File: config.mk
export PLATFORM = sky130hd
export DESIGN_NAME = top_level
export DESIGN_NICKNAME = d
export VERILOG_FILES = /design/src/rtl/top_level.sv
export SDC_FILE = /design/constraint.sdc
export NUM_CORES = 1
export LEC_CHECK = 0
export CAP_MARGIN = 20
export CORE_AREA = 8 8 45 47
export CTS_CLUSTER_SIZE = 10
export DETAILED_ROUTE_END_ITERATION = 8
export DIE_AREA = 0 0 53 55
export PLACE_DENSITY_LB_ADDON = 0.25
export SLEW_MARGIN = 20
export SYNTH_ARGS = -nofsm -noshare
export SYNTH_HDL_FRONTEND = slang
export SYNTH_HIERARCHICAL = 1
export SYNTH_SLANG_ARGS = --single-unit
File: constraint.sdc
create_clock -name clk -period 1.6 [get_ports clk]
set_input_delay 0.16 -clock clk [delete_from_list [all_inputs] [get_ports clk]]
set_output_delay 0.16 -clock clk [all_outputs]
set_load 0.01 [all_outputs]
File: src/rtl/top_level.sv
// Message-encryption engine: pads a stored message with a space preamble, XORs it with a
// 7-bit LFSR keystream, tags each byte with even parity and writes it back to memory.

module data_mem (
   input  logic       clk,
   input  logic       we,
   input  logic [7:0] waddr,
   input  logic [7:0] wdata,
   input  logic [7:0] raddr,
   output logic [7:0] rdata,
   output logic [7:0] sel_data,
   output logic [6:0] seed_data
);
   logic [7:0] core [0:255];

   assign rdata     = core[raddr];
   assign sel_data  = core[62];
   assign seed_data = core[63][6:0];

   always_ff @(posedge clk) begin
      if (we) core[waddr] <= wdata;
   end
endmodule

// state | meaning
// IDLE  | waiting for req low, ack low
// SETUP | latch clamped preamble length, taps and seed
// RUN   | encrypt and write one byte per cycle, 64 bytes
// DONE  | ack high until req returns high
module top_level (
   input  logic clk,
   input  logic init,
   input  logic req,
   output logic ack
);
   typedef enum logic [1:0] {IDLE, SETUP, RUN, DONE} state_t;

   state_t     state;
   logic [6:0] lfsr;
   logic [6:0] taps;
   logic [5:0] idx;
   logic [4:0] plen;

   logic [7:0] raddr;
   logic [7:0] rdata;
   logic [7:0] sel_data;
   logic [6:0] seed_data;
   logic [5:0] src;
   logic [7:0] pad;
   logic [7:0] c_raw;
   logic [7:0] cipher;
   logic       we;

   data_mem DM (
      .clk       (clk),
      .we        (we),
      .waddr     ({2'b01, idx}),
      .wdata     (cipher),
      .raddr     (raddr),
      .rdata     (rdata),
      .sel_data  (sel_data),
      .seed_data (seed_data)
   );

   function automatic logic [4:0] clamp_len(input logic [7:0] raw);
      if (raw < 8'd10)      clamp_len = 5'd10;
      else if (raw > 8'd26) clamp_len = 5'd26;
      else                  clamp_len = raw[4:0];
   endfunction

   function automatic logic [6:0] tap_sel(input logic [7:0] s);
      if (s == 8'd8) tap_sel = 7'h7B;
      else begin
         case (s[2:0])
            3'd0:    tap_sel = 7'h60;
            3'd1:    tap_sel = 7'h48;
            3'd2:    tap_sel = 7'h78;
            3'd3:    tap_sel = 7'h72;
            3'd4:    tap_sel = 7'h6A;
            3'd5:    tap_sel = 7'h69;
            3'd6:    tap_sel = 7'h5C;
            default: tap_sel = 7'h7E;
         endcase
      end
   endfunction

   // Source index is only meaningful once idx has passed the preamble.
   assign src    = idx - {1'b0, plen};
   assign raddr  = (state == SETUP) ? 8'd61 : {2'b00, src};
   assign pad    = (idx < {1'b0, plen}) ? 8'h20 : rdata;
   assign c_raw  = pad ^ {1'b0, lfsr};
   assign cipher = {^c_raw[6:0], c_raw[6:0]};
   assign we     = (state == RUN);

   always_ff @(posedge clk or negedge init) begin
      if (!init) begin
         state <= IDLE;
         ack   <= 1'b0;
         lfsr  <= 7'd0;
         taps  <= 7'd0;
         idx   <= 6'd0;
         plen  <= 5'd0;
      end else begin
         case (state)
            IDLE: begin
               ack <= 1'b0;
               if (!req) state <= SETUP;
            end
            SETUP: begin
               plen  <= clamp_len(rdata);
               taps  <= tap_sel(sel_data);
               lfsr  <= (seed_data == 7'd0) ? 7'd1 : seed_data;
               idx   <= 6'd0;
               state <= RUN;
            end
            RUN: begin
               lfsr <= {lfsr[5:0], ^(lfsr & taps)};
               idx  <= idx + 6'd1;
               if (idx == 6'd63) state <= DONE;
            end
            DONE: begin
               if (req) begin
                  ack   <= 1'b0;
                  state <= IDLE;
               end else begin
                  ack <= 1'b1;
               end
            end
            default: state <= IDLE;
         endcase
      end
   end
endmodule

==> results.cfg <==
[status]
status = finished clean

[timing]
period_minus_slack_ps = 1459
rsz0062_at_grt = false
setup_ws_ps = 141.0
slew_headroom_pct = 72.52
fmax_mhz = 685.4
clock_skew_ps = 5.250
fin_tns_setup_ps = 0
finalMaxSlewViolations = 0
hold_violations = 0
whs_ps = 193.8
setup_viol = 0
finalCritPeriodShare_pct = 91.19
tightest_slew_ps = 410.9

[synth]
synth-seq-area-share_pct = 42.96
yosys-top-cells-area = dfrtp_1 (43%), ha_1 (12%), mux2i_1 (5.7%)
syn-instance-count = 49
async_reset_ff_share_pct = 100.0
muxShareOfSynthArea_pct = 7.876
yosysTopAreaCellShare_pct = 42.96
yosys_most_used_dff = dfrtp_1
yosysMostFrequentCell = dfrtp_1
synth_top_family_by_area = compound AO/OA/AOI/OAI gates
synth_xor_area_share_pct = 1.671
synth_cell_types = 22
syn_avg_cell_area_um2 = 10.70
syn_area_um2 = 524.3
synth_compound_area_share_pct = 14.08
synth_common_cells = dfrtp_1 (9), inv_1 (6), ha_1 (5), o21ai_0 (4)
yosys.area.top_type = dfrtp_1
ys_ff_latch = 9
yosysWarnings = 6
syn_nets = 57
yosys.area_share.simple_pct = 14.08
synthAdderAreaFrac_pct = 11.93
synth-edff-count = 0

[cts]
cts_resized = 0
clkTransAtPathRegs_ps = 60
postCtsSetupBuffers = 0
clk_path_buf_depth = 2
htree_levels = 1
cts.root.buffer_cell = clkbuf_4
cts_buffers = 3
cts_tree = done
clk_latency_ps = 260
cts_sinks = 9
hold_buffers = 0

[placed_design]
hpwlAfterDp_um = 666.6
pre_cts_slack_ps = 78.64
gp_congestion = 0.7596
port_buffers = 3

[global_routing]
grt_pass1_wl_um = 1518
grt_pass1_vias = 360
grt_max_degree = 10
antenna_found_initial = 0
grt_use_total_pct = 7.414
grt_overflow = 0

[detailed_routing]
drcViolationCount = 0
drtIter0Drc = 6
wl_per_cell_um = 11.40
routed_wl_um = 832
dr.pass1.iters = 4
vias = 346
ant_nets = 0
via_per_inst = 4.740

[die]
initial_core_util_pct = 37.88
die_w_um = 53
core_area_um2 = 1384
pin_count = 4
num_rows = 14
die_area_um2 = 2915
die_h_um = 55

[hold_path]
hp-class = in -> async

[cells_and_area]
drive_above_1_share_pct = 17.54
fill_cells = 139
fin_nets = 66
n_antenna_cell = 0
areaGrowthSynthToFinish_pct = 15.75

[worst_setup_path]
crit_type = reg -> reg
crit_fanout = 3
cp.arrival_ps = 1650
critPathCaptureType = flip-flop
worstPathRequired_ps = 1790
crit_path_start_kind = flip-flop

[pwr]
total_leakage_power_uw = 0.0002879
irDropWorstVdd_mv = 0.4882
power.density_nw_per_um2 = 677.5

[run]
maxCapViolations = 0
-- cells by family (layout without fill, tap and decap cells) --
kind of cell / after synthesis / after routing
fa+ha+maj: 5 / 5
simple gates: 12 / 12
compound gates: 10 / 10
mux: 4 / 4
buf+inv: 8 / 16
xor+xnor: 1 / 1
flops: 9 / 9
-- flip-flops by register name, summed over array words and instances (netlist names) --
register / cells
state: 2
idx: 6
ack: 1
-- metrics by stage --
step / cell area (um^2) / cells / power [uW] / util, %
after floorplan: 524.3 / 49 / 232.6 / -
after global placement: 580.6 / 69 / 242.0 / 41.95
after detailed placement: 580.6 / 69 / 242.0 / 41.95
after CTS: 606.8 / 73 / 420.9 / 43.85
after global routing: 606.8 / 73 / 436.1 / 43.85
final: 606.8 / 73 / 411.1 / 43.85
-- cells in the final DEF (no fill, tap or decap) --
cell	synthesis	layout
dfrtp_1	9	9
nor2_1	2	2
mux2i_1	3	3
nand2b_1	1	1
a21oi_1	1	1
a211oi_2	1	1
nand2_1	3	3
o21ai_0	4	4
o2bb2ai_1	1	1
xor2_1	1	1
nor2b_1	1	1
nand3_1	3	3
ha_1	5	5
buf_4	0	3
o32a_2	1	1
or3_1	1	1
clkdlybuf4s50_1	0	3
a22o_1	1	1
inv_1	6	6
mux2_2	1	1
nand4_4	1	1
a21boi_0	1	1
clkbuf_4	0	3
clkbuf_1	0	1
-- area by class of cell --
type | count | area (um^2) | share of cell area [%]
Sequential cell | 9 | 225.2 | 37.11
Tap cell | 16 | 20.02 | 3.299
Multi-Input combinational cell | 32 | 260.3 | 42.89
Inverter | 6 | 22.52 | 3.711
Timing Repair Buffer | 6 | 52.55 | 8.660
Clock buffer | 4 | 26.28 | 4.330
-- metal layers --
metal  up-vias  wire [um]  GRT usage, %
li1        185          -             -
met1       152        393         7.550
met2         7        367         11.33
met3         2         53         4.278
met4         0         19         5.172
met5         -          0             0
-- critical path, stage by stage (launching register included) --
cell	delay, ps
dfrtp_1	360
inv_1	80
ha_1	340
nand4_4	120
or3_1	350
a21oi_1	130
-- report_power, final --
part | internal (uW) | switching (uW)
Clock | 96.0 | 77.7
Sequential | 228 | 0
Combinational | 4.96 | 4.82
Total | 329 | 82.5
-- worst paths after layout --
| check | start | cells after the start | slack, ps | end |
|---|---|---|---|---|
| hold reg to reg | ack | 2 | 490 | ack |
| hold / removal | init | 1 | 190 | idx[3] |
| setup reg to reg | state[0] | 5 | 140 | idx[5] |
| max in group asynchronous | init | 1 | 1110 | state[1] |
| setup / recovery | state[0] | 5 | 140 | idx[5] |
| min in group clk | ack | 2 | 490 | ack |
Power figures use the tool's default switching activity.
